**src/rtl/wbp2axil_master.sv**
```systemverilog
// Wishbone pipelined slave to AXI4-Lite master bridge, in-order responses.
// Optional watchdog: define WBP2AXIL_TIMEOUT_EN (limit TIMEOUT_CYCLES).
module wbp2axil_master #(
    parameter int C_AXI_ADDR_WIDTH = 32,
    parameter int LGFIFO           = 3,
    parameter int TIMEOUT_CYCLES   = 1023
) (
    input  logic                        i_clk,
    input  logic                        i_reset,
    input  logic                        i_wb_cyc,
    input  logic                        i_wb_stb,
    input  logic                        i_wb_we,
    input  logic [C_AXI_ADDR_WIDTH-3:0] i_wb_addr,
    input  logic [31:0]                 i_wb_data,
    input  logic [3:0]                  i_wb_sel,
    output logic                        o_wb_stall,
    output logic                        o_wb_ack,
    output logic                        o_wb_err,
    output logic [31:0]                 o_wb_data,
    output logic                        o_axi_awvalid,
    input  logic                        i_axi_awready,
    output logic [C_AXI_ADDR_WIDTH-1:0] o_axi_awaddr,
    output logic [2:0]                  o_axi_awprot,
    output logic                        o_axi_wvalid,
    input  logic                        i_axi_wready,
    output logic [31:0]                 o_axi_wdata,
    output logic [3:0]                  o_axi_wstrb,
    input  logic                        i_axi_bvalid,
    input  logic [1:0]                  i_axi_bresp,
    output logic                        o_axi_bready,
    output logic                        o_axi_arvalid,
    input  logic                        i_axi_arready,
    output logic [C_AXI_ADDR_WIDTH-1:0] o_axi_araddr,
    output logic [2:0]                  o_axi_arprot,
    input  logic                        i_axi_rvalid,
    input  logic [31:0]                 i_axi_rdata,
    input  logic [1:0]                  i_axi_rresp,
    output logic                        o_axi_rready
);
    localparam int AW = C_AXI_ADDR_WIDTH - 2;
    localparam logic [LGFIFO:0] NP_ONE = 'd1;
    localparam logic [LGFIFO:0] NP_MAX = {1'b1, {LGFIFO{1'b0}}};

    typedef enum logic [1:0] {IDLE, WRITE, READ, FLUSH} state_t;

    state_t          state_q, state_d;
    logic [LGFIFO:0] npend_q, npend_d;
    logic            awvalid_q, awvalid_d;
    logic            wvalid_q, wvalid_d;
    logic            arvalid_q, arvalid_d;
    logic [AW-1:0]   addr_q, addr_d;
    logic [31:0]     wdata_q, wdata_d;
    logic [3:0]      wstrb_q, wstrb_d;
    logic [31:0]     rdata_q, rdata_d;
    logic            ack_q, ack_d;
    logic            err_q, err_d;

    logic            busy, b_hs, r_hs, rsp, rsp_ok;
    logic            stall, accept, tmo_fire;
    logic [1:0]      rsp_code;

    assign busy     = (npend_q != '0);
    assign b_hs     = i_axi_bvalid && o_axi_bready;
    assign r_hs     = i_axi_rvalid && o_axi_rready;
    // A response with nothing outstanding is a slave bug; drop it.
    assign rsp      = (b_hs || r_hs) && busy;
    assign rsp_code = r_hs ? i_axi_rresp : i_axi_bresp;
    assign rsp_ok   = (rsp_code == 2'b00) || (rsp_code == 2'b01);

    assign stall = (awvalid_q && !i_axi_awready)
                || (wvalid_q && !i_axi_wready)
                || (arvalid_q && !i_axi_arready)
                || (npend_q == NP_MAX)
                || (state_q == FLUSH)
                || (busy && (i_wb_we != (state_q == WRITE)));
    assign accept = i_wb_cyc && i_wb_stb && !stall;

`ifdef WBP2AXIL_TIMEOUT_EN
    localparam int TW = $clog2(TIMEOUT_CYCLES + 1);
    logic [TW-1:0] tmo_q, tmo_d;

    assign tmo_fire = busy && !rsp && (state_q != FLUSH)
                   && (tmo_q == TW'(TIMEOUT_CYCLES - 1));

    always_comb begin
        tmo_d = tmo_q + TW'(1);
        if (!busy || rsp || tmo_fire || state_q == FLUSH)
            tmo_d = '0;
    end

    always_ff @(posedge i_clk) begin
        if (i_reset) tmo_q <= '0;
        else         tmo_q <= tmo_d;
    end
`else
    assign tmo_fire = 1'b0;
`endif

    always_comb begin
        state_d   = state_q;
        npend_d   = npend_q;
        awvalid_d = awvalid_q && !i_axi_awready;
        wvalid_d  = wvalid_q && !i_axi_wready;
        arvalid_d = arvalid_q && !i_axi_arready;
        addr_d    = addr_q;
        wdata_d   = wdata_q;
        wstrb_d   = wstrb_q;
        rdata_d   = rdata_q;
        ack_d     = 1'b0;
        err_d     = 1'b0;
        if (accept) begin
            addr_d = i_wb_addr;
            if (i_wb_we) begin
                awvalid_d = 1'b1;
                wvalid_d  = 1'b1;
                wdata_d   = i_wb_data;
                wstrb_d   = i_wb_sel;
            end else begin
                arvalid_d = 1'b1;
            end
        end
        if (accept && !rsp)
            npend_d = npend_q + NP_ONE;
        else if (!accept && rsp)
            npend_d = npend_q - NP_ONE;
        if (rsp && r_hs)
            rdata_d = i_axi_rdata;
        if (rsp && i_wb_cyc && state_q != FLUSH) begin
            ack_d = rsp_ok;
            err_d = !rsp_ok;
        end
        if (tmo_fire)
            err_d = 1'b1;
        unique case (state_q)
            IDLE: if (accept) state_d = i_wb_we ? WRITE : READ;
            WRITE, READ: begin
                if (npend_d == '0)  state_d = IDLE;
                else if (!i_wb_cyc) state_d = FLUSH;
            end
            FLUSH: if (npend_d == '0) state_d = IDLE;
            default: state_d = IDLE;
        endcase
        if (tmo_fire)
            state_d = FLUSH;
    end

    always_ff @(posedge i_clk) begin
        if (i_reset) begin
            state_q   <= IDLE;
            npend_q   <= '0;
            awvalid_q <= 1'b0;
            wvalid_q  <= 1'b0;
            arvalid_q <= 1'b0;
            addr_q    <= '0;
            wdata_q   <= '0;
            wstrb_q   <= '0;
            rdata_q   <= '0;
            ack_q     <= 1'b0;
            err_q     <= 1'b0;
        end else begin
            state_q   <= state_d;
            npend_q   <= npend_d;
            awvalid_q <= awvalid_d;
            wvalid_q  <= wvalid_d;
            arvalid_q <= arvalid_d;
            addr_q    <= addr_d;
            wdata_q   <= wdata_d;
            wstrb_q   <= wstrb_d;
            rdata_q   <= rdata_d;
            ack_q     <= ack_d;
            err_q     <= err_d;
        end
    end

    assign o_wb_stall    = stall;
    assign o_wb_ack      = ack_q;
    assign o_wb_err      = err_q;
    assign o_wb_data     = rdata_q;
    assign o_axi_awvalid = awvalid_q;
    assign o_axi_awaddr  = {addr_q, 2'b00};
    assign o_axi_awprot  = 3'b000;
    assign o_axi_wvalid  = wvalid_q;
    assign o_axi_wdata   = wdata_q;
    assign o_axi_wstrb   = wstrb_q;
    assign o_axi_bready  = !i_reset;
    assign o_axi_arvalid = arvalid_q;
    assign o_axi_araddr  = {addr_q, 2'b00};
    assign o_axi_arprot  = 3'b000;
    assign o_axi_rready  = !i_reset;
endmodule

```
**config.mk**
```make
export PLATFORM = sky130hd
export DESIGN_NAME = wbp2axil_master
export DESIGN_NICKNAME = d
export VERILOG_FILES = /design/src/rtl/wbp2axil_master.sv
export SDC_FILE = /design/constraint.sdc
export NUM_CORES = 1
export LEC_CHECK = 0
export CORE_AREA = 2 2 101 103
export DETAILED_ROUTE_END_ITERATION = 16
export DIE_AREA = 0 0 103 105
export DONT_BUFFER_PORTS = 1
export GPL_TIMING_DRIVEN = 0
export PLACE_DENSITY = 0.7
export SETUP_SLACK_MARGIN = 0.5
export SLEW_MARGIN = 25
export SYNTH_ARGS = -nofsm -noshare
export SYNTH_HDL_FRONTEND = slang
export SYNTH_SLANG_ARGS = --single-unit
```
**constraint.sdc**
```tcl
create_clock -name i_clk -period 3.1 [get_ports i_clk]
set_clock_uncertainty 0.1 [all_clocks]
set_input_delay 0.775 -clock i_clk [delete_from_list [all_inputs] [get_ports i_clk]]
set_output_delay 0.775 -clock i_clk [all_outputs]
set_load 0.01 [all_outputs]
```
==> metrics.md <==
| Metric | Value |
|---|---|
| FF-to-FF End | state_q[0] |
| Core area | 9639 µm² |
| Latest clock arrival within the worst-skew pair | 0.37 ns |
| Hold Startpoint | o_axi_wstrb[3] |
| Initial Util | 45.73% |
| Final max-slew violation count | 0 |
| Synth area leader | dfxtp_1 |
| Max Cap Viol | 0 |
| Sequential area share after synthesis | 49.50% |
| Starting DRT DRC Count | around 170 |
| Fmax | 401.4 MHz |
| Yosys top cell area share | 49.50% |
| Mean Syn Cell Area | between 7 and 8 µm² |
| Die width | 103 µm |
| Critical Path Start Type | flip-flop |
| Port-buffer cells | 0 |
| Residual DRC | 0 |
| Ys flop type | dfxtp_1 |
| RSZ-0062 raised after global routing | no |
| Yosys reg bits | ~110 |
| Congestion Overflow GR | 0 |
| Share of layout cells above drive strength 1 | 13.55% |
| Outcome | completed |
| Root Driver | clkbuf_8 |
| Drt first pass iters | 6 |
| HPWL after DPL | between 8000 and 9000 µm |
| CTS tree | built |
| Count leader, synth | nand2_1 |
| CP Data Arrival Time | around 2.6 ns |
| Worst setup path class | reg -> reg |
| Standard-cell rows | 36 |
| First-pass GRT wire length | 15940 µm |
| Vias in the first global route | roughly 3400 |
| Critical Path RT | between 3 and 4 ns |
| Post-Syn Area | ~4400 µm² |
| Worst Setup End Kind | flip-flop |
| CP Max Fanout | 9 |
| Clock H-tree levels | 3 |
| Hold buffers post-CTS | 0 |
| WL final | between 10000 and 15000 µm |
| Mapped Cells | 558 |
| Clk sinks | around 110 |
| Final GP Congestion | a little over 0.8 |
| Largest net degree at the start of global routing | 18 |
| Max-slew headroom | 65.44% |
| Num CTS Buffers | 9 |
| Die Y | 105 µm |
| Vias per cell | 5.034 |
| Synth cell types | 44 |
| Hold slack final | 0.4098 ns |
| Largest cells by area after synthesis | dfxtp_1 (50%), nand2_1 (17%), a21oi_1 (8.2%), buf_4 (7.0%), o21ai_0 (3.7%) |
| Pwr Density | around 870 nW/µm² |
| Nets | 696 |
| Final setup TNS | 0 ns |
| Worst Hold Endpoint | o_axi_wstrb[3] |
| Flop2flop setup slack | 0.61 ns |
| Final period utilization | about 80% |
| Number of synthesis warnings | 0 |
| FILL cells | 939 |
| Worst Hold Class | reg -> reg |
| DIE AREA | 10820 µm² |
| Detailed-route via count | 3604 |
| Most instantiated cells after synthesis | nand2_1 (203), dfxtp_1 (109), a21oi_1 (72) |
| # setup viols final | 0 |
| Final-report hold violation count | 0 |
| Setup Buffers After CTS | 0 |
| WHS Path Cells | 2 |
| Leakage | 1.817 nW |
| Initial antenna violation count | 0 |
| Routed len/inst | 15.28 µm |
| VDD IR max | 0.3860 mV |
| Slew at the pin with the worst max-slew slack | 0.5184 ns |
| Number of synthesized flops with an enable pin | 0 |
| Minimum clock period | 2.491 ns |
| Detail Route Antenna Nets | 0 |
| Number of I/O pins | 258 |
| Worst-path clk slew | 0.10 ns |
| Layout area overhead | 10.79% |
| Clock buffer depth | 2 |
| Ys async rst share | 0% |
| Worst reg2reg path depth | 9 |
| Ant. Diodes | 0 |
| Overall power | between 4 and 5 mW |
| Gr usage total | 18.78% |
| R2R Path Start | state_q[0] |
-- per-stage QoR --
stage	setup slack, ns	cell area, µm²	utilization (%)	std cells
floorplan	0.6290	4442	-	567
global placement	0.4132	4608	47.81	700
detailed placement	0.3549	4608	47.81	700
CTS	0.5193	4836	50.17	716
global route	0.4885	4883	50.66	716
finish	0.6087	4883	50.66	716
-- what timing repair did --
action                     CTS  global route
gates resized for setup      6             9
setup endpoints to repair    3             4
pin swaps                    1             2
gates cloned                 0             0
-- routing by layer --
layer  share of wire, %  wire [µm]  GRT usage, %  vias to the layer above
li1                   -          -             -                     1779
met1                 37       4019         19.49                     1619
met2                 51       5542         33.91                      188
met3                 11       1170         7.358                       18
met4                1.9        204         6.015                        0
met5                  0          0             0                        -
-- cell usage in the layout (no fill, tap or decap), types with 7 or more instances in the layout --
cell	n
clkbuf_1	27
conb_1	10
nand2_1	202
buf_4	41
dfxtp_1	105
clkbuf_8	11
o21ai_0	33
a21oi_1	72
nor2_1	7
-- worst max-delay path: stages (launching register included) --
cell and delay, ns:
dfxtp_2 0.40, ha_4 0.17, and3b_1 0.18, and4_2 0.28, and2_4 0.17, buf_6 0.13
a32oi_2 0.20, xnor2_1 0.11, nor3_2 0.27, mux2_1 0.35
-- final cells by class --
class	instances	area, µm²	area share [%]
plain buffers	75	449.2	9.198
flip-flops and latches	109	2187	44.79
inverters	6	22.52	0.4612
clock inverters	5	56.30	1.153
well taps	133	166.4	3.408
clock buffers	11	151.4	3.100
multi-input cells	377	1851	37.89
-- power breakdown --
group	internal (mW)	leakage (nW)	switching (mW)	total [mW]
clock	0.418	0.106	0.460	0.878
combinational	0.541	0.823	0.762	1.30
sequential	1.70	0.888	0.366	2.07
-- flip-flops by register name, indices dropped and copies added, names as in the netlist --
name	cells
addr_q	30
npend_q	4
o_axi_arvalid	1
o_axi_awvalid	1
o_axi_wdata	32
o_axi_wstrb	4
o_axi_wvalid	1
o_wb_ack	1
o_wb_data	32
o_wb_err	1
state_q	2
-- cells by family after synthesis --
logic type      after synthesis  synth area share (%)
mux                           4                0.9651
other cells                   1               0.08507
buf+inv                      81                 10.70
xor+xnor                      4                0.7949
flops                       109                 49.50
simple gates                236                 21.86
fa+ha+maj                     6                 1.703
compound gates              117                 14.39
-- worst max path at each step --
stage                           from         end  slack [ns]  depth (start not counted)
final                     state_q[0]  state_q[0]        0.61                          9
after global routing      npend_q[0]  state_q[0]        0.49                         10
after CTS                 npend_q[1]  state_q[0]        0.52                         10
after detailed placement  npend_q[0]  state_q[0]        0.35                          9
after global placement    npend_q[0]  state_q[0]        0.41                          9
after floorplan             i_wb_cyc  state_q[0]        0.63                          8
(Power assumes the default switching activity.)
